File: config.mk
export PLATFORM = sky130hd
export DESIGN_NAME = logic_op_scheduler
export DESIGN_NICKNAME = d
export VERILOG_FILES = /design/src/rtl/logic_sched_pkg.sv /design/src/rtl/logic_lane.sv /design/src/rtl/logic_op_scheduler.sv
export SDC_FILE = /design/constraint.sdc
export NUM_CORES = 1
export LEC_CHECK = 0
export ABC_CLOCK_PERIOD_IN_PS = 5960
export CORE_UTILIZATION = 35
export CTS_BUF_LIST = sky130_fd_sc_hd__clkbuf_16
export DETAILED_ROUTE_END_ITERATION = 16
export GPL_TIMING_DRIVEN = 0
export PLACE_DENSITY_LB_ADDON = 0.25
export SLEW_MARGIN = 20
export SYNTH_ARGS = -nofsm -noshare
export SYNTH_HDL_FRONTEND = slang
export SYNTH_HIERARCHICAL = 1
export SYNTH_SLANG_ARGS = --single-unit
File: constraint.sdc
create_clock -name clk -period 5.96 [get_ports clk]
set_clock_uncertainty 0.05 [all_clocks]
set_input_delay 1.192 -clock clk [delete_from_list [all_inputs] [get_ports clk]]
set_output_delay 1.192 -clock clk [all_outputs]
set_load 0.02 [all_outputs]
File: src/rtl/logic_sched_pkg.sv
// Shared opcode encodings and scheduler state type for logic_op_scheduler.
package logic_sched_pkg;

  localparam int OP_W = 3;

  localparam logic [OP_W-1:0] OP_NOT     = 3'd0;
  localparam logic [OP_W-1:0] OP_AND     = 3'd1;
  localparam logic [OP_W-1:0] OP_OR      = 3'd2;
  localparam logic [OP_W-1:0] OP_NAND    = 3'd3;
  localparam logic [OP_W-1:0] OP_NOR     = 3'd4;
  localparam logic [OP_W-1:0] OP_XOR     = 3'd5;
  localparam logic [OP_W-1:0] OP_XNOR    = 3'd6;
  localparam logic [OP_W-1:0] OP_ILLEGAL = 3'd7;

  typedef enum logic [1:0] {
    ST_IDLE = 2'd0,
    ST_RUN  = 2'd1,
    ST_DONE = 2'd2
  } state_t;

  function automatic logic is_illegal(input logic [OP_W-1:0] op);
    return op == OP_ILLEGAL;
  endfunction

endpackage

File: src/rtl/logic_lane.sv
// Combinational WIDTH-bit logic unit shared by every operand set; illegal opcodes yield zero.
module logic_lane
  import logic_sched_pkg::*;
#(
  parameter int WIDTH = 4
) (
  input  logic [OP_W-1:0]  op,
  input  logic [WIDTH-1:0] a,
  input  logic [WIDTH-1:0] b,
  output logic [WIDTH-1:0] y
);

  always_comb begin
    y = '0;
    case (op)
      OP_NOT:  y = ~a;
      OP_AND:  y = a & b;
      OP_OR:   y = a | b;
      OP_NAND: y = ~(a & b);
      OP_NOR:  y = ~(a | b);
      OP_XOR:  y = a ^ b;
      OP_XNOR: y = ~(a ^ b);
      default: y = '0;
    endcase
  end

endmodule

File: src/rtl/logic_op_scheduler.sv
// Time-multiplexes one logic lane over SETS packed operand sets, one set per clock.
// Optional per-set result parity output enabled by defining LOGIC_SCHED_PARITY_EN.
module logic_op_scheduler
  import logic_sched_pkg::*;
#(
  parameter int WIDTH = 4,
  parameter int SETS  = 2
) (
  input  logic                  clk,
  input  logic                  rst,
  input  logic                  in_valid,
  output logic                  in_ready,
  input  logic [OP_W-1:0]       in_op,
  input  logic [SETS*WIDTH-1:0] in1_packed,
  input  logic [SETS*WIDTH-1:0] in2_packed,
  output logic                  out_valid,
  input  logic                  out_ready,
  output logic [SETS*WIDTH-1:0] out_packed,
  output logic                  out_err,
  output logic                  busy
`ifdef LOGIC_SCHED_PARITY_EN
  ,
  output logic [SETS-1:0]       out_parity
`endif
);

  localparam int IDX_W = (SETS > 1) ? $clog2(SETS) : 1;
  localparam logic [IDX_W-1:0] LAST_IDX = IDX_W'(SETS - 1);

  state_t state, next_state;

  logic [OP_W-1:0]       op_q;
  logic [SETS*WIDTH-1:0] a_q;
  logic [SETS*WIDTH-1:0] b_q;
  logic [IDX_W-1:0]      idx;
  logic [WIDTH-1:0]      lane_a;
  logic [WIDTH-1:0]      lane_b;
  logic [WIDTH-1:0]      lane_y;

  logic accept;
  logic last_set;

  assign accept   = (state == ST_IDLE) && in_valid;
  assign last_set = (idx == LAST_IDX);

  // Handshake outputs decode the state register only, so no input reaches them combinationally.
  assign in_ready  = (state == ST_IDLE);
  assign out_valid = (state == ST_DONE);
  assign busy      = (state != ST_IDLE);

  always_ff @(posedge clk or posedge rst) begin
    if (rst) state <= ST_IDLE;
    else     state <= next_state;
  end

  always_comb begin
    next_state = state;
    case (state)
      ST_IDLE: if (in_valid)  next_state = ST_RUN;
      ST_RUN:  if (last_set)  next_state = ST_DONE;
      ST_DONE: if (out_ready) next_state = ST_IDLE;
      default:                next_state = ST_IDLE;
    endcase
  end

  assign lane_a = a_q[idx*WIDTH +: WIDTH];
  assign lane_b = b_q[idx*WIDTH +: WIDTH];

  logic_lane #(.WIDTH(WIDTH)) u_lane (
    .op (op_q),
    .a  (lane_a),
    .b  (lane_b),
    .y  (lane_y)
  );

  always_ff @(posedge clk or posedge rst) begin
    if (rst) begin
      op_q       <= OP_NOT;
      a_q        <= '0;
      b_q        <= '0;
      idx        <= '0;
      out_packed <= '0;
      out_err    <= 1'b0;
    end else if (accept) begin
      op_q       <= in_op;
      a_q        <= in1_packed;
      b_q        <= in2_packed;
      idx        <= '0;
      out_packed <= '0;
      out_err    <= is_illegal(in_op);
    end else if (state == ST_RUN) begin
      out_packed[idx*WIDTH +: WIDTH] <= lane_y;
      // idx parks on the last set rather than wrapping.
      if (!last_set) idx <= idx + 1'b1;
    end
  end

`ifdef LOGIC_SCHED_PARITY_EN
  always_ff @(posedge clk or posedge rst) begin
    if (rst) begin
      out_parity <= '0;
    end else if (accept) begin
      out_parity <= '0;
    end else if (state == ST_RUN) begin
      out_parity[idx] <= ^lane_y;
    end
  end
`endif

endmodule
==> results.cfg <==
[yosys]
synth_adder_area_share_pct = 5.35
synth_cell_types = 31
synth_seq_cells = 31
synth_edf_count = 0
synth-simple-area-share_pct = 10.2
avgSynthCellArea_um2 = 12.6
synth_mux_area_share_pct = 24.1
synthXorXnorAreaFrac_pct = 0
synth_async_sr_flop_share_pct = 100
synth_compound_area_share_pct = 12.4
ys_warn_count = 6
synthesis.nets = 179
synthFlopType = dfrtp_1
synth_cells = 148
synth_top_family_by_area = multiplexers
syn_area_um2 = 1870
ys_seq_area_share_pct = 41.5

[job]
maxCapViolCount = 0

[finish]
num-fill-cells = 485
final_layout_size_suffix_gt1_share_pct = 20.6
diodes = 0
final_area_um2 = 2430
nNetsFinal = 220
syn_to_final_growth_pct = 30.1

[die]
initial_core_util_pct = 36.4
fp.dieH_um = 75.1
die-area_um2 = 5640
design.portCount = 35
rows = 26
die_x_um = 75.1
coreArea_um2 = 5140

[sta]
tns_ns = 0
hold_slack_ns = 0.453
hold_viol_final = 0
final.period_utilization_pct = 50.1
setup_violations = 0
worst_slack_ns = 2.97
relSlewSlack_pct = 57.0
fmax_ghz = 0.335
drv_slew = 0
tightest_slew_ns = 0.644
fin_crit_ns = 2.99
rsz0062_at_grt = no

[critical_path]
worstPathMaxFanout = 10
end_kind = primary output
crit_required_ns = 4.72
criticalPathCategory = reg -> out
critPathArrivalTime_ns = 1.74
worst-r2r-cell-count = 9
start_kind = flip-flop

[clock_tree]
cts-resized-gates = 0
root_buffer = clkbuf_16
clock-sinks = 31
cts_buffer_depth = 2
ctsHtreeMaxLevel = 2
clk_pin_slew_ns = 0.05
cts_tree = built
cts_hold_buf = 0
cts_buffers = 5
cts_setup_buffers = 0
clk_latency_ns = 0.27

[power_and_ir_drop]
leakage_nw = 1.14
power.density_nw_per_um2 = 590
peakVddDrop_uv = 230

[route]
wl_per_cell_um = 13.8
dr.pass1.iters = 4
vias = 1261
drt-initial-drc-count = 57
ant_nets = 0
post-route-drc-count = 0
drt-total-wl_um = 3560
via_per_inst = 4.87

[place]
place_ws_ns = 3.20
place.gp.congestion = 0.848
portBuffers = 34
post-dp-hpwl_um = 2620
placed_area_um2 = 2300

[hold_path]
hold_depth = 1
hp-class = reg -> reg

[grt]
grt_overflow = 0
grt_max_degree = 32
grt_antenna_before_repair = 0
grt_pass1_vias = 1248
grt_pass1_wl_um = 5930
gr-usage-all-layers_pct = 14.4

[status]
outcome = complete, no violations
[stage by stage]
stage,power (mW),util [%],std cells
5_1_grt,1.54,47.3,259
3_5_place_dp,1.20,44.7,252
4_1_cts,1.44,47.3,259
3_3_place_gp,1.17,44.7,252
6_report,1.43,47.3,259
2_1_floorplan,1.00,-,148
[critical path, stage by stage, from the launching register on]
cell             delay, ns
dfrtp_1               0.47
buf_2                 0.22
nor2b_1               0.16
clkdlybuf4s50_1       0.63
[power breakdown]
part	internal, mW	leakage [nW]	switching (mW)	total, mW
Combinational	0.447	0.693	0.371	0.818
Sequential	0.308	0.379	0.0738	0.382
Clock	0.150	0.0671	0.0836	0.233
Total	0.905	1.14	0.528	1.43
[worst paths after layout]
kind	start	endpoint	slack, ns
setup / recovery	state[0]	out_valid	2.97
hold / removal	a_q[3]	a_q[3]	0.45
setup reg to reg	idx	out_packed[1]	3.44
hold reg to reg	a_q[3]	a_q[3]	0.45
max in group asynchronous	rst	b_q[0]	4.15
min in group asynchronous	rst	out_packed[5]	1.28
[cell usage in the layout (no fill, tap or decap), drive strengths merged, types with 2 or more instances in the layout]
| master | Yosys | layout |
|---|---|---|
| a21oi | 2 | 2 |
| inv | 12 | 12 |
| o31ai | 2 | 2 |
| ha | 8 | 8 |
| clkinv | 0 | 2 |
| and3 | 5 | 5 |
| nor2b | 7 | 7 |
| nor2 | 6 | 6 |
| a221oi | 2 | 2 |
| mux2 | 28 | 28 |
| clkbuf | 0 | 5 |
| o311ai | 2 | 2 |
| nand2b | 3 | 3 |
| o211ai | 4 | 4 |
| and3b | 4 | 4 |
| buf | 8 | 8 |
| clkdlybuf4s50 | 0 | 34 |
| mux2i | 6 | 6 |
| o21a | 2 | 2 |
| a221o | 8 | 8 |
| dfrtp | 31 | 31 |
[metal layers]
layer	share of wire, %	wire (um)	global-route usage, %
met1	46	1630	17.9
met2	49	1750	24.1
met3	4.1	145	4.42
met4	0.98	35	4.40
met5	0	0	0
[cells by family (layout without fill, tap and decap cells)]
logic type,count (synthesis),in the layout
muxes,34,34
DFF,31,31
and+or+nand+nor,29,29
AOI/OAI and AO/OA,26,26
buffers and inverters,20,61
adders and majority gates,8,8
[cell usage after synthesis, types with 3 or more instances]
master	count	area share, %
a221o_1	8	4.3
and3_1	5	1.7
o211ai_1	4	1.6
buf_6	4	2.4
and3b_1	4	1.9
inv_1	11	2.2
buf_2	3	0.80
mux2_4	20	16
ha_1	8	5.4
mux2i_1	6	3.2
mux2_1	8	4.8
nor2_1	6	1.2
nand2b_1	3	1.0
nor2b_1	7	2.3
dfrtp_1	31	41
[layout make-up]
type / count / area, um^2 / area share [%]
Buffer: 8 / 75.1 / 3.09
Clock buffer: 5 / 125 / 5.15
Clock inverter: 2 / 8.76 / 0.360
Inverter: 12 / 45.0 / 1.85
Multi-Input combinational cell: 97 / 973 / 40.0
Sequential cell: 31 / 776 / 31.9
Tap cell: 70 / 87.6 / 3.60
Timing Repair Buffer: 34 / 340 / 14.0
[sequential cells by signal, indices dropped and copies added, names as in the netlist]
name / cells
a_q: 8
b_q: 8
out_packed: 8
op_q: 3
state: 2
idx: 1
out_err: 1
No activity file was read; power rests on OpenSTA's default activity.
